File: src/rtl/uart_tx_serial.sv
// uart_tx_serial: byte-to-serial UART transmitter, 8N1/8N2 frames, 8E1/8E2 with parity.
// Define UART_TX_PARITY_EN to compile in the even-parity bit after the data bits.
module uart_tx_serial #(
   parameter int unsigned CLK_FREQ     = 100_000_000,
   parameter int unsigned BAUD_RATE    = 115200,
   parameter int unsigned CLKS_PER_BIT = CLK_FREQ / BAUD_RATE,
   parameter int unsigned STOP_BITS    = 1
) (
   input  logic       sys_clk,
   input  logic       sys_rst_n,
   input  logic       uart_en,
   input  logic [7:0] uart_din,
   output logic       uart_tx_busy,
   output logic       uart_txd
);

   localparam int unsigned CntW  = $clog2(CLKS_PER_BIT);
   localparam int unsigned StopW = (STOP_BITS > 1) ? $clog2(STOP_BITS) : 1;
   localparam logic [CntW-1:0]  CntReload = CntW'(CLKS_PER_BIT - 1);
   localparam logic [StopW-1:0] StopLast  = StopW'(STOP_BITS - 1);

`ifdef UART_TX_PARITY_EN
   typedef enum logic [2:0] {StIdle, StStart, StData, StParity, StStop} state_e;
`else
   typedef enum logic [2:0] {StIdle, StStart, StData, StStop} state_e;
`endif

   state_e           state_q, state_d;
   logic [CntW-1:0]  cnt_q, cnt_d;
   logic [2:0]       idx_q, idx_d;
   logic [StopW-1:0] stop_q, stop_d;
   logic [7:0]       shreg_q, shreg_d;
   logic             txd_q, txd_d;
   logic             busy_q, busy_d;
   logic             bit_end;
`ifdef UART_TX_PARITY_EN
   logic             parity_q, parity_d;
`endif

   always_comb begin
      state_d = state_q;
      cnt_d   = cnt_q;
      idx_d   = idx_q;
      stop_d  = stop_q;
      shreg_d = shreg_q;
`ifdef UART_TX_PARITY_EN
      parity_d = parity_q;
`endif
      bit_end = (cnt_q == '0);

      // Bit timer runs in every non-idle state; each bit end reloads it.
      if (state_q != StIdle) begin
         cnt_d = bit_end ? CntReload : cnt_q - 1'b1;
      end

      unique case (state_q)
         StIdle: begin
            if (uart_en) begin
               shreg_d = uart_din;
               cnt_d   = CntReload;
               state_d = StStart;
`ifdef UART_TX_PARITY_EN
               parity_d = ^uart_din;
`endif
            end
         end
         StStart: begin
            if (bit_end) begin
               idx_d   = 3'd0;
               state_d = StData;
            end
         end
         StData: begin
            if (bit_end) begin
               shreg_d = shreg_q >> 1;
               if (idx_q == 3'd7) begin
                  idx_d  = 3'd0;
                  stop_d = '0;
`ifdef UART_TX_PARITY_EN
                  state_d = StParity;
`else
                  state_d = StStop;
`endif
               end else begin
                  idx_d = idx_q + 3'd1;
               end
            end
         end
`ifdef UART_TX_PARITY_EN
         StParity: begin
            if (bit_end) begin
               stop_d  = '0;
               state_d = StStop;
            end
         end
`endif
         StStop: begin
            if (bit_end) begin
               if (stop_q == StopLast) begin
                  stop_d  = '0;
                  cnt_d   = '0;
                  state_d = StIdle;
               end else begin
                  stop_d = stop_q + 1'b1;
               end
            end
         end
         default: state_d = StIdle;
      endcase
   end

   // Line level is decoded from the next state so txd and busy are both registered.
   always_comb begin
      txd_d  = 1'b1;
      busy_d = (state_d != StIdle);
      unique case (state_d)
         StIdle:   txd_d = 1'b1;
         StStart:  txd_d = 1'b0;
         StData:   txd_d = shreg_d[0];
`ifdef UART_TX_PARITY_EN
         StParity: txd_d = parity_q;
`endif
         StStop:   txd_d = 1'b1;
         default:  txd_d = 1'b1;
      endcase
   end

   always_ff @(posedge sys_clk or negedge sys_rst_n) begin
      if (!sys_rst_n) begin
         state_q  <= StIdle;
         cnt_q    <= '0;
         idx_q    <= 3'd0;
         stop_q   <= '0;
         shreg_q  <= 8'h00;
         txd_q    <= 1'b1;
         busy_q   <= 1'b0;
`ifdef UART_TX_PARITY_EN
         parity_q <= 1'b0;
`endif
      end else begin
         state_q  <= state_d;
         cnt_q    <= cnt_d;
         idx_q    <= idx_d;
         stop_q   <= stop_d;
         shreg_q  <= shreg_d;
         txd_q    <= txd_d;
         busy_q   <= busy_d;
`ifdef UART_TX_PARITY_EN
         parity_q <= parity_d;
`endif
      end
   end

   assign uart_txd     = txd_q;
   assign uart_tx_busy = busy_q;

endmodule

File: config.mk
export PLATFORM = sky130hd
export DESIGN_NAME = uart_tx_serial
export DESIGN_NICKNAME = d
export VERILOG_FILES = /design/src/rtl/uart_tx_serial.sv
export SDC_FILE = /design/constraint.sdc
export NUM_CORES = 1
export LEC_CHECK = 0
export CORE_MARGIN = 2
export CORE_UTILIZATION = 35
export DETAILED_ROUTE_END_ITERATION = 10
export MAX_ROUTING_LAYER = met4
export PLACE_DENSITY = 0.52
export SLEW_MARGIN = 20
export SYNTH_ARGS = -nofsm -noshare
export SYNTH_HDL_FRONTEND = slang
export SYNTH_SLANG_ARGS = --single-unit
File: constraint.sdc
create_clock -name sys_clk -period 2.5 [get_ports sys_clk]
set_input_delay 0.5 -clock sys_clk [delete_from_list [all_inputs] [get_ports sys_clk]]
set_output_delay 0.5 -clock sys_clk [all_outputs]
set_load 0.05 [all_outputs]
==> impl_metrics.ini, run 1 <==
[die]
core_um2 = 3740
ioPinCount = 13
dieArea_um2 = 4480
floorplan.initialDensity_pct = 37.1
die_h_um = 67.0
rows = 22
die_x_um = 67.0

[timing]
setup-violations-final = 0
slew_headroom_pct = 66.6
fin_skew_ns = 0.00192
finalCriticalPeriod_ns = 2.32
hold-worst-slack_ns = 0.483
final-hold-violation-count = 0
drv_slew = 0
max_freq_mhz = 431
tns_ns = 0
rsz0062_at_grt = false
fin_ws_ns = 0.180
fin_crit_sh_pct = 92.8
worstMarginPinSlew_ns = 0.499

[critical_path]
endpoint_kind = register
worst-path-max-fanout = 5
setup.worst_path.start_class = register
arrival_ns = 2.49
cp.required_ns = 2.67
critical_path_class = reg2reg
rrSetupSlack_ns = 0.18

[logic_synthesis]
synthTopCellsByArea = dfrtp_1 (45%), nand2_1 (5.4%), a22oi_1 (3.8%), nor2_1 (3.0%), ha_1 (2.7%)
synthArstFlopShare_pct = 100
synth_edf_count = 0
yosysWarningCount = 0
yosysMostFrequentCell = dfrtp_1
yosys.area.top_type = dfrtp_1
ys_types = 47
synth_seq_cells = 26
syn_inst = 147
synth_top_area_share_pct = 45.1
netlist_top_cells_count = dfrtp_1 (25), nand2_1 (20), nor2_1 (11)
syn_area_per_cell_um2 = 9.44
mappedNetlistNets = 161
yosysSeqAreaShare_pct = 47.0
syn_area_um2 = 1390
synth-main-ff-cell = dfrtp_1

[placed_design]
dp_hpwl_um = 2170
port_buffers = 12
gp_congestion = 0.896
dp_slack_ns = 0.191

[routing]
dr.pass1.iters = 4
drc_errors = 0
drt_iter0_drc = 55
wl_met3_um = 92
wirelength_um = 2950
top_layer = met4
via_per_inst = 5.31
wl_per_cell_um = 14.0
met2_length_um = 1310
via_count = 1115
wl_met1_um = 1480
drtAntennaViolNets = 0

[clock_tree]
cts_tree = done
hold_buffers = 0
clk_latency_ns = 0.27
ctsRootBufferMaster = clkbuf_8
cts.sinks = 26
clock_path_buffers = 2
cts_resized = 0
cts_buffers = 3
htree_num_levels = 1
clkTransAtPathRegs_ns = 0.09
post_cts_buffers = 0

[global_routing]
grt_max_degree = 27
antenna_found_initial = 0
grt.total_usage_pct = 16.4
grt_pass1_vias = 1162
grt_pass1_wl_um = 5410
overflow = 0

[finish]
regArea_um2 = 652
drive_above_1_share_pct = 13.6
nets = 177
area_delta_synth_final_pct = 19.8
n_antenna_cell = 0
fillCellCount = 381
multi_input_area_um2 = 673

[power]
finalPower_w = 0.00113
p_leak_nw = 0.700
peakVddDrop_mv = 0.268
powerDensity_nw_per_um2 = 682

[job]
drv_cap = 0

[status]
outcome = complete, no violations

[hold_path]
hold_path.class = reg2reg
[cell families (layout without fill, tap and decap cells)]
| family | after synthesis | count (layout) | share of synthesized area [%] |
|---|---|---|---|
| compound gates | 33 | 33 | 17.2 |
| xor+xnor | 3 | 3 | 1.89 |
| fa+ha+maj | 3 | 3 | 2.71 |
| buf+inv | 16 | 31 | 4.96 |
| flops | 26 | 26 | 47.0 |
| mux | 2 | 2 | 1.44 |
| other cells | 1 | 1 | 0.270 |
| simple gates | 63 | 63 | 24.5 |
[layout by cell type, fill, tap and decap left out, types with 2 or more instances in the layout]
cell / instances
dfrtp_1: 25
nand2_1: 20
clkdlybuf4s50_1: 12
nor2_1: 11
buf_4: 8
o21ai_0: 7
nor3_1: 7
a22oi_1: 7
inv_1: 6
a21oi_1: 5
or3_1: 4
nor4_1: 3
ha_1: 3
clkbuf_8: 3
nor4_2: 2
or3b_2: 2
a22o_1: 2
nor2b_1: 2
mux2i_1: 2
or4_1: 2
xor2_1: 2
[metal layers]
metal  GRT usage [%]  vias to the layer above
li1                -                      558
met4            6.12                        0
met3            2.53                        7
met1            22.7                      529
met5               -                        -
met2            24.4                       21
[registers in the layout, summed over array words and instances, names as in the netlist]
register and cells:
cnt_q 10, idx_q 3, shreg_q 8, state_q 3, uart_tx_busy 1, uart_txd 1
[power breakdown]
group          switching [W]  internal (W)  total, W
registers          0.0000626      0.000491  0.000554
clock network       0.000134      0.000214  0.000348
logic               0.000128      0.000104  0.000232
total               0.000324      0.000809   0.00113
[final timing paths]
| check | cells past startpoint | startpoint | to |
|---|---|---|---|
| worst max-delay path | 6 | cnt_q[0]$_DFF_PN0_ | idx_q[1]$_DFFE_PN0P_ |
| worst min-delay path | 1 | shreg_q[0]$_DFF_PN0_ | shreg_q[0]$_DFF_PN0_ |
| worst max register to register | 6 | cnt_q[0]$_DFF_PN0_ | idx_q[1]$_DFFE_PN0P_ |
| worst min register to register | 1 | shreg_q[0]$_DFF_PN0_ | shreg_q[0]$_DFF_PN0_ |
| max in group asynchronous | 2 | sys_rst_n | uart_txd$_DFF_PN1_ |
| min in group asynchronous | 2 | sys_rst_n | cnt_q[1]$_DFF_PN0_ |
[worst max-delay path, stage by stage, from the launching register on]
cell and delay (ns):
dfrtp_1 0.41, inv_1 0.08, ha_1 0.20, or4b_1 0.56, or3_1 0.37, or3_4 0.39, a32o_1 0.21
[metrics by stage]
step | cell area, µm² | util [%] | instances
after floorplan | 1390 | - | 147
after global placement | 1590 | 42.5 | 206
after detailed placement | 1590 | 42.5 | 206
after CTS | 1660 | 44.4 | 210
after global routing | 1660 | 44.4 | 210
final | 1660 | 44.4 | 210
[layout make-up]
cell class,instances,area share [%]
clock buffers,3,2.48
clock inverters,1,1.81
inverters,7,1.58
multi-input cells,105,40.5
flip-flops and latches,26,39.2
well taps,48,3.61
repair buffers,20,10.8
Note: power is estimated with default switching activity, not from simulation.
==> run 2: changes to the inputs <==
CTS_CLUSTER_SIZE = 20   (was not set)
==> results of run 2 <==
No change in the layout: final DEF, timing and power equal those of run 1.
==> run 3: changes to the inputs <==
ABC_AREA = 1   (was not set)
==> impl_metrics.ini, run 3 <==
[status]
outcome = complete, no violations

[timing]
setup-violations-final = 0
finalCriticalPeriod_ns = 2.10
fin_ws_ns = 0.398
worstMarginPinSlew_ns = 0.499
max_freq_mhz = 476
fin_skew_ns = 0.00502
final-hold-violation-count = 0
slew_headroom_pct = 66.6
rsz0062_at_grt = false
tns_ns = 0
fin_crit_sh_pct = 84.1
drv_slew = 0

[clock_tree]
hold_buffers = 0
clkTransAtPathRegs_ns = 0.09
post_cts_buffers = 0
ctsRootBufferMaster = clkbuf_8
clk_latency_ns = 0.28
cts_resized = 0
htree_num_levels = 1
cts.sinks = 26
cts_buffers = 3
clock_path_buffers = 2
cts_tree = done

[logic_synthesis]
yosys.area.top_type = dfrtp_1
syn_area_per_cell_um2 = 8.33
syn_area_um2 = 1420
synth_top_area_share_pct = 43.9
yosysWarningCount = 0
mappedNetlistNets = 185
yosysSeqAreaShare_pct = 45.8
ys_types = 32
netlist_top_cells_count = nand2_1 (46), dfrtp_1 (25), nand3_1 (17)
syn_inst = 171
synth_edf_count = 0
synth-main-ff-cell = dfrtp_1
synthTopCellsByArea = dfrtp_1 (44%), nand2_1 (12%), nand3_1 (6.0%), inv_1 (4.2%), nor2_1 (3.7%)
synth_seq_cells = 26
synthArstFlopShare_pct = 100
yosysMostFrequentCell = nand2_1

[finish]
largest_register = cnt_q
utilization_pct = 42.0
final_common_cell = nand2_1
final_cell_mix = nand2_1 (46), dfrtp_1 (25), nand3_1 (17), inv_1 (16), nor2_1 (14)
reg_top3 = cnt_q x10, shreg_q x8
drive_above_1_share_pct = 13.4
largest_reg_flops = 10
area_delta_synth_final_pct = 17.2
nets = 201
n_antenna_cell = 0

[critical_path]
setup.worst_path.start_class = register
arrival_ns = 1.60
path_depth = 1
cp_num_buf_inv = 1
endpoint_kind = output pin
crit_chain = clkdlybuf4s50_1
cp_slowest_cell = clkdlybuf4s50_1
cp.required_ns = 2.00
critical_path_class = reg2out
worst-path-max-fanout = 1
cpLargestDelayFamily = buffers and inverters
r2r.worst_path.cells = 8
worst_path_largest_cell_delay_ns = 0.80

[global_routing]
overflow = 0
antenna_found_initial = 0
grt_max_degree = 27
grt.total_usage_pct = 14.9
grt_pass1_wl_um = 4990
grt_pass1_vias = 1116

[die]
floorplan.initialDensity_pct = 35.9
ioPinCount = 13
rows = 23
core_um2 = 3970
die_x_um = 67.8
dieArea_um2 = 4590
die_h_um = 67.8

[placed_design]
port_buffers = 12
gp_congestion = 0.837
dp_slack_ns = 0.708
dp_hpwl_um = 2040

[job]
drv_cap = 0

[hold_path]
hold_path.class = reg2reg
hold_depth = 1

[power]
p_leak_nw = 0.869
finalPower_w = 0.00122
peakVddDrop_mv = 0.275
powerDensity_nw_per_um2 = 731

[routing]
drc_errors = 0
via_count = 1122
via_per_inst = 4.75
dr.pass1.iters = 4
wl_per_cell_um = 11.5
wirelength_um = 2720
drtAntennaViolNets = 0
drt_iter0_drc = 38
-- run 3: cell types whose count changed after synthesis, sizes merged, moves of 3 or more --
cell / before / now
o21ai: 7 / 11
nand2: 20 / 50
nand3: 1 / 20
inv: 7 / 20
nor3: 8 / 1
or4: 3 / 0
a22oi: 7 / 1
nor2: 11 / 19
or3: 5 / 0
clkbuf: 7 / 0
nor4: 5 / 0
-- run 3: power breakdown --
group	total, W	switching (W)	internal, W
sequential	0.000568	0.0000695	0.000499
clock	0.000352	0.000137	0.000214
combinational	0.000300	0.000178	0.000121
-- run 3: final timing paths --
path,startpoint,endpoint,slack (ns)
max in group asynchronous,sys_rst_n,uart_txd$_DFF_PN1_,1.62
max,uart_txd$_DFF_PN1_,uart_txd,0.40
max reg2reg,state_q[2]$_DFF_PN0_,shreg_q[7]$_DFFE_PN0P_,0.79
min in group asynchronous,sys_rst_n,shreg_q[3]$_DFFE_PN0P_,0.58
min,idx_q[0]$_DFFE_PN0P_,idx_q[0]$_DFFE_PN0P_,0.49
min reg2reg,idx_q[0]$_DFFE_PN0P_,idx_q[0]$_DFFE_PN0P_,0.49
-- run 3: kinds of logic (layout without fill, tap and decap cells) --
group                      after synthesis  count (layout)  share of synthesized area, %
DFF                                     26              26                          45.8
buffers and inverters                   23              38                          7.03
xor gates and xnor gates                 4               4                          2.46
and+or+nand+nor                         95              95                          34.2
AOI/OAI and AO/OA                       19              19                          7.65
adders and majority gates                3               3                          2.64
other                                    1               1                         0.263
-- run 3: area by class of cell --
| class | count | area [µm²] |
|---|---|---|
| inverter | 21 | 83.8 |
| tap | 50 | 62.6 |
| timing repair buffer | 13 | 128 |
| clock buffer | 3 | 41.3 |
| sequential | 26 | 652 |
| fill | 409 | 2300 |
| multi-input combinational | 122 | 672 |
| clock inverter | 1 | 30.0 |
-- run 3: stage by stage --
step	hold slack (ns)	cell area [µm²]	cells
after floorplan	0.204	1420	171
after global placement	0.469	1600	232
after detailed placement	0.475	1600	232
after CTS	0.493	1670	236
after global routing	0.525	1670	236
final	0.486	1670	236
-- run 3: per-layer routing --
layer	global-route usage [%]	vias up	share of wire, %
met3	2.50	4	2.1
met2	23.3	8	46
met4	6.75	0	2.0
li1	-	576	-
met1	18.9	534	50
met5	-	-	0
